## config.mk

```make
export PLATFORM = sky130hd
export DESIGN_NAME = uart_tx_arbiter
export DESIGN_NICKNAME = d
export VERILOG_FILES = /design/src/rtl/uart_pkg.sv /design/src/rtl/rr_pick.sv /design/src/rtl/uart_tx_arbiter.sv
export SDC_FILE = /design/constraint.sdc
export NUM_CORES = 1
export LEC_CHECK = 0
export CELL_PAD_IN_SITES_DETAIL_PLACEMENT = 0
export CELL_PAD_IN_SITES_GLOBAL_PLACEMENT = 1
export CORE_AREA = 5 5 87 97
export DETAILED_ROUTE_END_ITERATION = 8
export DIE_AREA = 0 0 92 102
export PLACE_DENSITY_LB_ADDON = 0.15
export SETUP_SLACK_MARGIN = 0.15
export SLEW_MARGIN = 20
export SYNTH_ARGS = -nofsm -noshare
export SYNTH_HDL_FRONTEND = slang
export SYNTH_HIERARCHICAL = 1
export SYNTH_SLANG_ARGS = --single-unit
```

## constraint.sdc

```tcl
create_clock -name sys_clk_i -period 2.9 [get_ports sys_clk_i]
set_input_delay 0.87 -clock sys_clk_i [delete_from_list [all_inputs] [get_ports sys_clk_i]]
set_output_delay 0.87 -clock sys_clk_i [all_outputs]
set_load 0.05 [all_outputs]
```

## src/rtl/uart_pkg.sv

```systemverilog
// Shared UART definitions: FSM encodings and field widths.
// Latency: n/a (types and constants only).
// Backpressure: n/a.
package uart_pkg;

  typedef enum logic [1:0] {
    ST_IDLE      = 2'd0,
    ST_SEND      = 2'd1,
    ST_WAIT_BUSY = 2'd2,
    ST_WAIT_DONE = 2'd3
  } state_t;

  localparam int UART_BYTE_W   = 8;
  localparam int TIMEOUT_CNT_W = 4;
  localparam int WDOG_W        = 16;

endpackage

```

## src/rtl/rr_pick.sv

```systemverilog
// Round-robin picker: one-hot grant of the first request after the previous owner.
// Latency: purely combinational, zero cycles.
// Backpressure: none; the caller decides when to act on o_grant.
module rr_pick #(
  parameter int NUM_REQ = 4,
  parameter int IDX_W   = $clog2(NUM_REQ)
) (
  input  logic [NUM_REQ-1:0] i_req,
  input  logic [IDX_W-1:0]   i_last,
  output logic [NUM_REQ-1:0] o_grant,
  output logic               o_found
);

  // Walk the ring starting just after the previous owner; the first hit wins,
  // so the previous owner itself is examined last.
  always_comb begin
    logic [IDX_W-1:0] w_idx;
    o_grant = '0;
    o_found = 1'b0;
    w_idx   = '0;
    for (int i = 1; i <= NUM_REQ; i++) begin
      w_idx = IDX_W'((int'(i_last) + i) % NUM_REQ);
      if (!o_found && i_req[w_idx]) begin
        o_grant[w_idx] = 1'b1;
        o_found        = 1'b1;
      end
    end
  end

endmodule

```

## src/rtl/uart_tx_arbiter.sv

```systemverilog
// Shares one UART TX byte engine among NUM_REQ framed valid/ready requesters, round-robin per frame.
// Latency: grant 1 cycle after valid in IDLE; tx_start_o 1 cycle after each accepted byte.
// Backpressure: one byte in flight; ready only to the owner in SEND, owner stalls revoked by watchdog.
module uart_tx_arbiter
  import uart_pkg::*;
#(
  parameter int NUM_REQ     = 4,
  parameter int TIMEOUT_CYC = 5000
) (
  input  logic                           sys_clk_i,
  input  logic                           rst_i,
  input  logic [NUM_REQ-1:0]             req_valid_i,
  input  logic [UART_BYTE_W*NUM_REQ-1:0] req_data_i,
  input  logic [NUM_REQ-1:0]             req_last_i,
  output logic [NUM_REQ-1:0]             req_ready_o,
  output logic                           tx_start_o,
  output logic [UART_BYTE_W-1:0]         tx_data_o,
  input  logic                           tx_busy_i,
  output logic [NUM_REQ-1:0]             grant_o,
  output logic [TIMEOUT_CNT_W-1:0]       timeout_cnt_o
);

  localparam int                       IDX_W    = $clog2(NUM_REQ);
  localparam logic [IDX_W-1:0]         LAST_RST = IDX_W'(NUM_REQ - 1);
  localparam logic [WDOG_W-1:0]        WD_MAX   = WDOG_W'(TIMEOUT_CYC - 1);
  localparam logic [TIMEOUT_CNT_W-1:0] TMO_SAT  = '1;

  state_t                     r_state;
  state_t                     w_state_nxt;
  logic [NUM_REQ-1:0]         r_grant;
  logic [IDX_W-1:0]           r_last_idx;
  logic [WDOG_W-1:0]          r_wd;
  logic [TIMEOUT_CNT_W-1:0]   r_tmo_cnt;
  logic [UART_BYTE_W-1:0]     r_data;
  logic                       r_last_q;
  logic                       r_start;

  logic [NUM_REQ-1:0]         w_pick;
  logic                       w_found;
  logic                       w_sel_vld;
  logic                       w_sel_last;
  logic [UART_BYTE_W-1:0]     w_sel_dat;
  logic [IDX_W-1:0]           w_gidx;
  logic                       w_xfer;
  logic                       w_wd_fire;

  rr_pick #(
    .NUM_REQ (NUM_REQ),
    .IDX_W   (IDX_W)
  ) u_rr_pick (
    .i_req   (req_valid_i),
    .i_last  (r_last_idx),
    .o_grant (w_pick),
    .o_found (w_found)
  );

  // Select the owner's byte and encode the one-hot grant back to an index.
  always_comb begin
    w_sel_dat = '0;
    w_gidx    = '0;
    for (int k = 0; k < NUM_REQ; k++) begin
      if (r_grant[k]) begin
        w_sel_dat = req_data_i[UART_BYTE_W*k +: UART_BYTE_W];
        w_gidx    = IDX_W'(k);
      end
    end
  end

  assign w_sel_vld  = |(req_valid_i & r_grant);
  assign w_sel_last = |(req_last_i & r_grant);
  assign w_xfer     = (r_state == ST_SEND) && w_sel_vld;
  // A beat accepted on the final watchdog cycle wins over the revoke.
  assign w_wd_fire  = (r_state == ST_SEND) && !w_sel_vld && (r_wd == WD_MAX);

  // State register.
  always_ff @(posedge sys_clk_i) begin
    if (rst_i) begin
      r_state <= ST_IDLE;
    end else begin
      r_state <= w_state_nxt;
    end
  end

  // Next-state logic: grant, one byte out, wait for the engine to take it and finish.
  always_comb begin
    w_state_nxt = r_state;
    case (r_state)
      ST_IDLE:      if (w_found) w_state_nxt = ST_SEND;
      ST_SEND: begin
        if (w_xfer)         w_state_nxt = ST_WAIT_BUSY;
        else if (w_wd_fire) w_state_nxt = ST_IDLE;
      end
      ST_WAIT_BUSY: if (tx_busy_i) w_state_nxt = ST_WAIT_DONE;
      ST_WAIT_DONE: if (!tx_busy_i) w_state_nxt = r_last_q ? ST_IDLE : ST_SEND;
      default:      w_state_nxt = ST_IDLE;
    endcase
  end

  // Output logic: only the owner sees ready, and only while a byte slot is open.
  always_comb begin
    req_ready_o = '0;
    if (r_state == ST_SEND) req_ready_o = req_valid_i & r_grant;
  end

  // Grant ownership, byte capture, start pulse, watchdog and abort counter.
  always_ff @(posedge sys_clk_i) begin
    if (rst_i) begin
      r_grant    <= '0;
      r_last_idx <= LAST_RST;
      r_wd       <= '0;
      r_tmo_cnt  <= '0;
      r_data     <= '0;
      r_last_q   <= 1'b0;
      r_start    <= 1'b0;
    end else begin
      r_start <= 1'b0;
      case (r_state)
        ST_IDLE: begin
          if (w_found) r_grant <= w_pick;
        end
        ST_SEND: begin
          if (w_xfer) begin
            r_data   <= w_sel_dat;
            r_last_q <= w_sel_last;
            r_start  <= 1'b1;
            r_wd     <= '0;
          end else if (w_wd_fire) begin
            r_grant    <= '0;
            r_last_idx <= w_gidx;
            r_wd       <= '0;
            if (r_tmo_cnt != TMO_SAT) r_tmo_cnt <= r_tmo_cnt + 1'b1;
          end else begin
            r_wd <= r_wd + 1'b1;
          end
        end
        ST_WAIT_DONE: begin
          if (!tx_busy_i && r_last_q) begin
            r_grant    <= '0;
            r_last_idx <= w_gidx;
          end
        end
        default: ;
      endcase
    end
  end

  assign grant_o       = r_grant;
  assign tx_start_o    = r_start;
  assign tx_data_o     = r_data;
  assign timeout_cnt_o = r_tmo_cnt;

endmodule

```

==> results.md <==
* DRC viols at 0
* Antenna violations before repair at 0
* Slew of the pin with the lowest slew margin at 0.937 ns
* Clock Pin Slew Worst Setup and Hold Paths at 0.08 ns
* Seq/Total Area, Yosys at 28.7%
* Post-synthesis cell type count at 56
* Max VDD drop at 0.000166 V
* TritonRoute pass-1 iters at 4
* CTS Buf Count at 5
* Clk root buf: clkbuf_8
* XOR/XNOR Fraction of Synth Area at 0%
* Crit Path Category: in2out
* Die area at 0.00938 sq mm
* Post-Syn Area at 0.00266 sq mm
* Number of global-route vias before repair at 2622
* Syn Nets at 361
* DRT iter0 DRCs at 97
* Primary FF master, synth: dfxtp_1
* # port buffers at 63
* Largest family of logic cells by synthesized area: simple AND/OR/NAND/NOR gates
* Remaining Overflow, GRT at 0
* Tot GR Track Use at 16.4%
* N_diodes at 0
* Reg-to-reg startpoint: r_last_idx[0]$_SDFFE_PP1P_
* Worst R2R End: grant_o[2]$_SDFFE_PP0P_
* Synth warnings at 6
* Pins Over Slew Limit at 0
* Most frequent cells in the layout: 55 x clkdlybuf4s50_1, 38 x dfxtp_1, 24 x buf_4
* Clk_skew at 0.0105 ns
* Post-DP Area at 0.00350 sq mm
* GP Congestion at 0.833
* Post-synth EDFFs at 0
* Synth Area in Simple Gates at 27.7%
* Setup_tns at 0 ns
* Htree depth at 2
* Die width at 92 um
* Initial Util at 36.1%
* HPWL Detailed at 5.69 mm
* GR peak layer: met2
* Final WS setup at 0.187 ns
* Overall Power at 1.32 mW
* Top Ports at 64
* Share of cells above drive strength 1 at 14.7%
* Place WS at -0.103 ns
* Hold Path Stages at 2
* Met3 Resource Use GR at 4.12%
* ANT nets after route at 0
* WHS at 0.491 ns
* Vias per cell at 5.76
* Hold Path Sink: tx_data_o[5]$_SDFFE_PP0P_
* Met2 usage at 29.7%
* Avg Cell Area, Syn at 8.62 sq um
* Rel. slew slack at 37.3%
* M1 GR Usage at 19.3%
* CP Launch Type: input pin
* CTS tree: built
* # Post-CTS Setup Buffers at 0
* Via count at 2703
* Reg area at 761 sq um
* PwrDens at 366 mW/mm^2
* Num rows at 33
* RSZ-0062 raised after global routing: true
* Final Hold Fails at 0
* Hold Buf Count CTS at 0
* Finished Cell Area at 0.00362 sq mm
* Clk_lat worst skew at 0.30 ns
* DR WL/cell at 16.4 um
* Drt total wl at 7.71 mm
* First-pass GRT wire length at 12.6 mm
* Synth Instances at 308
* Maximum fanout along the worst path at 9
* # fillers at 747
* Fin crit share at 93.5%
* CP endpoint kind: primary output
* Multiplexer area fraction after synthesis at 9.80%
* Worst endpoint data arrival time at 1.84 ns
* Clk sinks at 38
* Post-synthesis register bit count at 38
* Minimum clock period at 2.71 ns
* Adder-cell share of the synthesized area at 4.71%
* Multi-input gate area at 0.00173 sq mm
* CTS Buffer Depth at 2
* Complex-gate fraction of the synthesized area at 22.7%
* Worst EP required at 2.03 ns
* Status: completed
* Worst R2R Path Depth at 8
* Core area at 0.00735 sq mm
* Area delta synth->final at 36.2%
* Fmax at 0.369 GHz
* Synth async-reset ratio at 0%
* Leak at 1.38 nW
* Setup violators final at 0
* Most common cell after layout, fill and taps aside: clkdlybuf4s50_1
* Fin nets at 434
* Min-delay worst type: reg2reg
* Flop2flop setup slack at 0.46 ns
* Largest net degree at the start of global routing at 26
* Die Y at 102 um
* Hold path start: tx_data_o[5]$_SDFFE_PP0P_
* Max-Cap Viols at 0
==> state kept, by name, summed over array words and instances (netlist names), named ones only <==
signal,flops
grant_o,4
r_last_idx,2
r_last_q,1
r_state,1
r_wd,16
timeout_cnt_o,4
tx_data_o,8
tx_start_o,1
==> worst max-delay path by stage <==
| stage | start | to | slack (ns) | cells after the start |
|---|---|---|---|---|
| 6_report | req_valid_i[3] | req_ready_o[3] | 0.19 | 4 |
| 5_1_grt | req_valid_i[3] | req_ready_o[3] | 0.14 | 4 |
| 4_1_cts | req_valid_i[3] | req_ready_o[3] | 0.16 | 4 |
| 3_5_place_dp | req_valid_i[1] | grant_o[2]$_SDFFE_PP0P_ | -0.10 | 7 |
| 3_3_place_gp | req_valid_i[1] | grant_o[2]$_SDFFE_PP0P_ | -0.08 | 7 |
| 2_1_floorplan | req_valid_i[3] | grant_o[0]$_SDFFE_PP0P_ | 0.44 | 6 |
==> metal layers <==
layer | vias up | share of wire [%] | routed length (um)
li1 | 1339 | - | -
met1 | 1301 | 44 | 3370
met2 | 56 | 50 | 3880
met3 | 7 | 5.0 | 382
met4 | 0 | 0.96 | 74
met5 | - | 0 | 0
==> cell families (layout without fill, tap and decap cells) <==
group                      after synthesis  count (layout)
muxes                                   24              24
buffers and inverters                   33             107
DFF                                     38              38
and+or+nand+nor                        125             125
adders and majority gates               10              10
AOI/OAI and AO/OA                       78              78
==> synthesized netlist by cell type (all sizes together), types with 4 or more instances <==
master / instances / area (sq um)
a21oi: 8 / 43.8
a221o: 4 / 40.0
a22oi: 20 / 150
a31oi: 11 / 68.8
a32oi: 4 / 35.0
and3: 8 / 51.3
and4: 4 / 38.8
buf: 7 / 46.3
clkbuf: 13 / 68.8
dfxtp: 38 / 761
ha: 10 / 125
inv: 12 / 45.0
mux2i: 20 / 200
nand2: 15 / 56.3
nand2b: 10 / 62.6
nand3: 15 / 80.1
nand4: 12 / 90.1
nor2: 19 / 71.3
nor2b: 6 / 37.5
nor3: 16 / 80.1
o211a: 8 / 80.1
o21ai: 6 / 30.0
or3b: 4 / 35.0
==> cell type report <==
cell class                      instances  share of cell area, %
Sequential cell                        38                   21.0
Clock inverter                          3                   1.11
Timing Repair Buffer                   87                   23.8
Clock buffer                            5                   1.90
Multi-Input combinational cell        237                   47.9
Tap cell                               87                   3.01
Inverter                               12                   1.25
==> repair_timing <==
action	CTS	global route
gates resized for setup	2	3
endpoints found under the setup margin	2	5
pin swaps	0	2
==> stage by stage <==
| step | cells | utilization, % |
|---|---|---|
| 3_5_place_dp | 461 | 47.6 |
| 2_1_floorplan | 308 | - |
| 5_1_grt | 469 | 49.2 |
| 3_3_place_gp | 461 | 47.6 |
| 4_1_cts | 469 | 49.0 |
| 6_report | 469 | 49.2 |
==> power breakdown <==
group	total, mW	switching [mW]	internal (mW)
sequential	0.554	0.0170	0.537
combinational	0.313	0.159	0.154
clock	0.456	0.203	0.254
==> critical path, cell delays in order <==
cell and delay, ns:
clkdlybuf4s50_1 0.47, buf_4 0.16, and3_4 0.20, buf_12 0.13
(Power assumes the default switching activity.)
